==> src/rtl/spi_frame_pkg.sv <==
// Shared widths and FSM encoding for the SPI frame master.
// Frame layout is {addr, data}, shifted MSB first.
package spi_frame_pkg;

  localparam int ADDR_W  = 6;
  localparam int DATA_W  = 16;
  localparam int FRAME_W = ADDR_W + DATA_W;

  typedef enum logic [2:0] {
    IDLE,
    LOW,
    HIGH,
    TRAIL,
    GAP
  } state_t;

endpackage

==> src/rtl/spi_phase_timer.sv <==
// Down-counter that times one phase of the frame FSM.
// Loading arms it; expire pulses once when the count reaches zero.
module spi_phase_timer #(
  parameter int W = 4
) (
  input  logic         clk,
  input  logic         rst,
  input  logic         load,
  input  logic [W-1:0] load_val,
  output logic         expire
);

  logic [W-1:0] cnt;
  logic         armed;

  always_ff @(posedge clk) begin
    if (rst) begin
      cnt   <= '0;
      armed <= 1'b0;
    end else if (load) begin
      cnt   <= load_val;
      armed <= 1'b1;
    end else if (cnt != '0) begin
      cnt <= cnt - W'(1);
    end else begin
      armed <= 1'b0;
    end
  end

  assign expire = armed && (cnt == '0);

endmodule

==> src/rtl/spi_frame_master.sv <==
// SPI master that sends one {addr, data} frame per request
// and returns the word shifted in from miso.
module spi_frame_master #(
  parameter int ADDR_W  = spi_frame_pkg::ADDR_W,
  parameter int DATA_W  = spi_frame_pkg::DATA_W,
  parameter int CLK_DIV = 4,
  parameter int CS_GAP  = 8
) (
  input  logic              sys_clk,
  input  logic              sys_rst,
  input  logic              req_valid,
  output logic              req_ready,
  input  logic [ADDR_W-1:0] req_addr,
  input  logic [DATA_W-1:0] req_data,
  output logic              rsp_valid,
  output logic [ADDR_W-1:0] rsp_addr,
  output logic [DATA_W-1:0] rsp_data,
  output logic              spi_clk,
  output logic              mosi,
  input  logic              miso,
  output logic              cs,
  output logic              busy
);

  localparam int FW   = ADDR_W + DATA_W;
  localparam int TMAX = (CLK_DIV > CS_GAP) ? CLK_DIV : CS_GAP;
  localparam int TW   = $clog2(TMAX + 1);
  localparam int BW   = $clog2(FW + 1);

  localparam logic [TW-1:0] PH_LD  = TW'(CLK_DIV - 1);
  localparam logic [TW-1:0] GAP_LD = TW'(CS_GAP - 1);
  localparam logic [BW-1:0] LAST   = BW'(FW - 1);

  import spi_frame_pkg::*;

  state_t        state;
  logic [FW-1:0] tx;
  logic [FW-1:0] rx;
  logic [BW-1:0] bit_cnt;
  logic          load;
  logic          expire;
  logic [TW-1:0] load_val;
  logic          timed;

  assign req_ready = (state == IDLE);
  assign busy      = (state != IDLE);

  // GAP is the only phase that reloads with a different length
  assign timed    = (state == LOW) || (state == HIGH) ||
                    (state == TRAIL);
  assign load     = (req_ready && req_valid) ||
                    (timed && expire);
  assign load_val = (state == TRAIL) ? GAP_LD : PH_LD;

  spi_phase_timer #(
    .W (TW)
  ) u_timer (
    .clk      (sys_clk),
    .rst      (sys_rst),
    .load     (load),
    .load_val (load_val),
    .expire   (expire)
  );

  always_ff @(posedge sys_clk) begin
    if (sys_rst) begin
      state     <= IDLE;
      tx        <= '0;
      rx        <= '0;
      bit_cnt   <= '0;
      cs        <= 1'b0;
      spi_clk   <= 1'b0;
      mosi      <= 1'b0;
      rsp_valid <= 1'b0;
      rsp_addr  <= '0;
      rsp_data  <= '0;
    end else begin
      rsp_valid <= 1'b0;
      unique case (state)
        IDLE: begin
          if (req_valid) begin
            tx      <= {req_addr, req_data};
            rx      <= '0;
            bit_cnt <= '0;
            cs      <= 1'b1;
            mosi    <= req_addr[ADDR_W-1];
            state   <= LOW;
          end
        end
        LOW: begin
          if (expire) begin
            spi_clk <= 1'b1;
            state   <= HIGH;
          end
        end
        HIGH: begin
          if (expire) begin
            spi_clk <= 1'b0;
            rx      <= {rx[FW-2:0], miso};
            if (bit_cnt == LAST) begin
              state <= TRAIL;
            end else begin
              bit_cnt <= bit_cnt + BW'(1);
              tx      <= tx << 1;
              mosi    <= tx[FW-2];
              state   <= LOW;
            end
          end
        end
        TRAIL: begin
          if (expire) begin
            cs        <= 1'b0;
            mosi      <= 1'b0;
            rsp_valid <= 1'b1;
            rsp_addr  <= rx[FW-1 -: ADDR_W];
            rsp_data  <= rx[DATA_W-1:0];
            state     <= GAP;
          end
        end
        GAP: begin
          if (expire) state <= IDLE;
        end
        default: state <= IDLE;
      endcase
    end
  end

endmodule

==> config.mk <==
export PLATFORM = sky130hd
export DESIGN_NAME = spi_frame_master
export DESIGN_NICKNAME = d
export VERILOG_FILES = /design/src/rtl/spi_frame_pkg.sv /design/src/rtl/spi_phase_timer.sv /design/src/rtl/spi_frame_master.sv
export SDC_FILE = /design/constraint.sdc
export NUM_CORES = 1
export LEC_CHECK = 0
export ABC_AREA = 0
export CORE_ASPECT_RATIO = 1.5
export CORE_MARGIN = 4
export CORE_UTILIZATION = 40
export CTS_BUF_LIST = sky130_fd_sc_hd__clkbuf_4
export CTS_CLUSTER_DIAMETER = 80
export DETAILED_ROUTE_END_ITERATION = 8
export GPL_TIMING_DRIVEN = 0
export MAX_ROUTING_LAYER = met4
export SYNTH_ARGS = -nofsm -noshare
export SYNTH_HDL_FRONTEND = slang
export SYNTH_SLANG_ARGS = --single-unit
==> constraint.sdc <==
create_clock -name sys_clk -period 1.6 [get_ports sys_clk]
set_input_delay 0.16 -clock sys_clk [delete_from_list [all_inputs] [get_ports sys_clk]]
set_output_delay 0.16 -clock sys_clk [all_outputs]
set_load 0.005 [all_outputs]
==> results of run 1 <==
[repair_timing]
action,4_1_cts,5_1_grt
endpoints found under the hold margin,0,0
endpoints found under the setup margin,72,71
setup buffers,15,1
gates resized for setup,63,28
gates cloned,0,3
pin swaps,3,2
[sequential cells by signal, summed over array words and instances (netlist names)]
| signal | flops |
|---|---|
| u_timer.cnt | 4 |
| cs | 1 |
| spi_clk | 1 |
| state | 3 |
| rsp_addr | 6 |
| u_timer.armed | 1 |
| tx | 21 |
| bit_cnt | 5 |
| rx | 22 |
| rsp_data | 16 |
| rsp_valid | 1 |
| mosi | 1 |
[kinds of logic (layout without fill, tap and decap cells)]
family / count (synthesis) / in the layout
multiplexers: 43 / 43
flip-flops: 82 / 82
XOR/XNOR: 3 / 3
AO/OA/AOI/OAI: 89 / 89
buffers and inverters: 43 / 129
adder cells (fa/ha/maj): 4 / 4
AND/OR/NAND/NOR: 104 / 104
[synth_stat cells (2+ instances only)]
cell type / n / share of area [%]
nand3_1: 3 / 0.42
dfxtp_1: 82 / 46
nor2_1: 48 / 5.1
inv_1: 9 / 0.95
o21ai_0: 24 / 3.4
clkbuf_1: 17 / 1.8
nand2_1: 8 / 0.85
buf_4: 5 / 1.1
nand4_1: 23 / 4.1
ha_1: 4 / 1.4
nor3_1: 5 / 0.71
buf_6: 3 / 0.95
a311oi_2: 3 / 1.3
nand2b_1: 2 / 0.35
a21oi_1: 29 / 4.1
buf_2: 9 / 1.3
xnor2_1: 2 / 0.49
nor2b_1: 2 / 0.35
mux2i_1: 42 / 12
a211oi_2: 16 / 5.6
a211oi_1: 4 / 0.85
[per-stage QoR]
| stage | setup WS (ns) | setup TNS, ns | area [sq um] | total power, mW | utilization [%] |
|---|---|---|---|---|---|
| floorplan | 0.0185 | 0 | 3550 | 3.20 | - |
| global placement | -0.497 | -19.18 | 4210 | 3.51 | 49.5 |
| detailed placement | -0.504 | -19.37 | 4210 | 3.54 | 49.5 |
| CTS | -0.0598 | -0.0846 | 4670 | 4.93 | 54.8 |
| global route | -0.105 | -4.44 | 4770 | 5.20 | 56.0 |
| finish | -0.0438 | -0.0445 | 4770 | 4.92 | 56.0 |
[final cells by class]
class                      count  area (sq um)
fill                         804          3750
multi-input combinational    243          1810
sequential                    82          1650
timing repair buffer          72           714
buffer                        33           302
tap                          107           134
clock buffer                  10          75.1
clock inverter                 5          46.3
inverter                       9          33.8
[routing by layer]
layer	wire length, um	global-route usage [%]	vias to the layer above
li1	-	-	1495
met1	3500	19.0	1421
met2	4540	28.9	64
met3	420	4.13	8
met4	119	6.83	0
met5	0	-	-
[final timing paths]
kind                                      from  slack (ns)       endpoint  cells past startpoint
worst max-delay path            u_timer.cnt[1]       -0.04     bit_cnt[0]                      7
worst min register to register   u_timer.armed        0.48  u_timer.armed                      2
worst min-delay path                      miso        0.36          rx[0]                      3
worst max register to register  u_timer.cnt[1]       -0.04     bit_cnt[0]                      7
[power by group through the flow]
stage               clock [mW]  combinational, mW  sequential, mW
floorplan                    0              0.882            2.32
global placement             0               1.17            2.34
detailed placement           0               1.19            2.35
CTS                       1.19               1.44            2.30
global route              1.27               1.61            2.32
finish                    1.15               1.48            2.30
[layout by cell type (no fill, tap or decap), types with 4 or more instances in the layout]
cell | synthesis | layout
a21oi_1 | 29 | 29
nor2_1 | 48 | 45
a211oi_2 | 16 | 18
nand4_1 | 23 | 23
mux2i_1 | 42 | 39
nand2_1 | 8 | 8
inv_1 | 9 | 6
dfxtp_1 | 82 | 75
clkbuf_4 | 0 | 11
clkdlybuf4s50_1 | 0 | 51
o21ai_0 | 24 | 10
buf_6 | 3 | 10
o21ai_1 | 1 | 15
dfxtp_2 | 0 | 6
nor3_1 | 5 | 5
buf_4 | 5 | 15
clkbuf_1 | 17 | 13
buf_12 | 0 | 4
[critical path, delay by kind of cell, from the launching register on]
family / cells / cell delay [ns]
compound gates: 2 / 0.27
fa+ha+maj: 1 / 0.15
buf+inv: 2 / 0.19
simple gates: 2 / 0.59
flops: 1 / 0.36
==> out/qor.csv, run 1 <==
stage,metric,value,unit
status,status,"complete, but fails checks",
status,failing checks,negative setup slack,
detailed_routing,Routed WL,8580,um
logic_synthesis,YS warnings,0,
detailed_routing,drt wl/cell,15.3,um
timing,minimum clock period,1.64,ns
worst_setup_path,WP data required,1.93,ns
global_route,grt total ovfl,0,
die,die span in x,84.9,um
global_route,GRT Total Usage,16.9,%
power_and_ir_drop,Worst VDD drop,0.502,mV
worst_setup_path,CP max FO,9,
detailed_routing,Pre-Repair DR Iteration Count,4,
detailed_routing,1st-iter DRT viols,96,
timing,Final period util,103,%
power_and_ir_drop,Sw Pwr,1.56,mW
logic_synthesis,Avg Inst Size Synth,9.64,sq um
timing,Final Max Slew Viols,0,
worst_setup_path,"slowest stage delay, CP",0.36,ns
detailed_routing,drt drc,0,
global_route,largest net degree at the start of global routing,13,
cells_and_area,Ant. Diodes,0,
worst_setup_path,Worst path slowest cell,dfxtp_2,
die,FP Rows,41,
timing,fmax,608,MHz
timing,RSZ-0062 raised after global routing,true,
placement,Detail Placement HPWL,5600,um
die,Initial Util,41.7,%
cts,Root Buffer,clkbuf_4,
worst_setup_path,Crit Path Class,register to register,
run,max_cap viols,0,
worst_setup_path,crit path DAT,1.98,ns
logic_synthesis,Post-Synthesis Cells,368,
logic_synthesis,largest family of logic cells by synthesized area,compound AO/OA/AOI/OAI gates,
detailed_routing,via count,2988,
power_and_ir_drop,Internal Power,3.36,mW
cells_and_area,post-route insts no fill,561,
detailed_routing,Post-DRT Antenna Nets,0,
timing,Final Skew,0.0123,ns
logic_synthesis,top_reg_cell synth,dfxtp_1,
cts,Max clock buf depth,2,
cts,worst skew pair latency,0.43,ns
timing,Max-Slew Margin vs Limit,54.6,%
timing,final worst setup slack,-0.0438,ns
cts,total CTS buffers,9,
worst_setup_path,CP Launch Type,register,
placement,Final GP Congestion,0.812,
logic_synthesis,Synth Area in Compound Gates,18.2,%
logic_synthesis,cell area after synthesis,3550,sq um
power_and_ir_drop,clock share of power,23.3,%
timing,Worst Tran Pin Value,0.681,ns
logic_synthesis,Mapped Nets,398,
logic_synthesis,post-synthesis cell type count,49,
cts,H-tree depth,3,
cells_and_area,synthesis-to-finish area growth,34.4,%
worst_setup_path,crit-path cells,inv_2 -> ha_4 -> and4bb_2 -> a41o_1 -> buf_6 -> or3b_1 -> o31ai_1,
logic_synthesis,register area share after synthesis,46.3,%
power_and_ir_drop,sw frac,31.7,%
global_route,first-pass GRT wire length,13800,um
logic_synthesis,Post-synth EDFFs,0,
logic_synthesis,Post-Synth Simple-Gate Area,15.2,%
cts,"CTS clk-pin slew, worst paths",0.12,ns
cts,hold_buf cts,0,
die,die area,10500,sq um
hold_path,worst min-delay path category,primary input to register,
die,core area,8520,sq um
global_route,initial antenna violation count,0,
logic_synthesis,synthesized flop and latch total,82,
power_and_ir_drop,PwrDens,1030,nW/um^2
power_and_ir_drop,P_leak,1.84,nW
power_and_ir_drop,Reg power frac,46.7,%
timing,worst hold slack,0.356,ns
placement,I/O Buffers,53,
detailed_routing,routed vias/inst,5.33,
global_route,vias in the first global route,2872,
die,Die Ht,123,um
logic_synthesis,multiplexer share of the synthesized area,12.2,%
cts,CTS tree,built,
logic_synthesis,xor and xnor fraction of the mapped netlist area,0.740,%
logic_synthesis,adder-cell share of the synthesized area,1.41,%
cells_and_area,nets,480,
power_and_ir_drop,combinational power share,30.0,%
die,I/O pins,54,
timing,final setup fails,2,
logic_synthesis,asr flop ratio synth,0,%
timing,Hold Fails Final Rpt,0,
cts,clk sinks,82,
worst_setup_path,Critical Path Sink Type,register,
cells_and_area,layout cell share with drive strength beyond 1,22.9,%
placement,Placed Cells,528,
No activity file was read; power rests on OpenSTA's default activity.
==> run 2: changes to the inputs <==
--- a/config.mk
+++ b/config.mk
@@ -14,6 +14,7 @@
 export DETAILED_ROUTE_END_ITERATION = 8
 export GPL_TIMING_DRIVEN = 0
 export MAX_ROUTING_LAYER = met4
+export SLEW_MARGIN = 25
 export SYNTH_ARGS = -nofsm -noshare
 export SYNTH_HDL_FRONTEND = slang
 export SYNTH_SLANG_ARGS = --single-unit
==> results of run 2 <==
Final layout, timing and power as in run 1 (identical DEF).
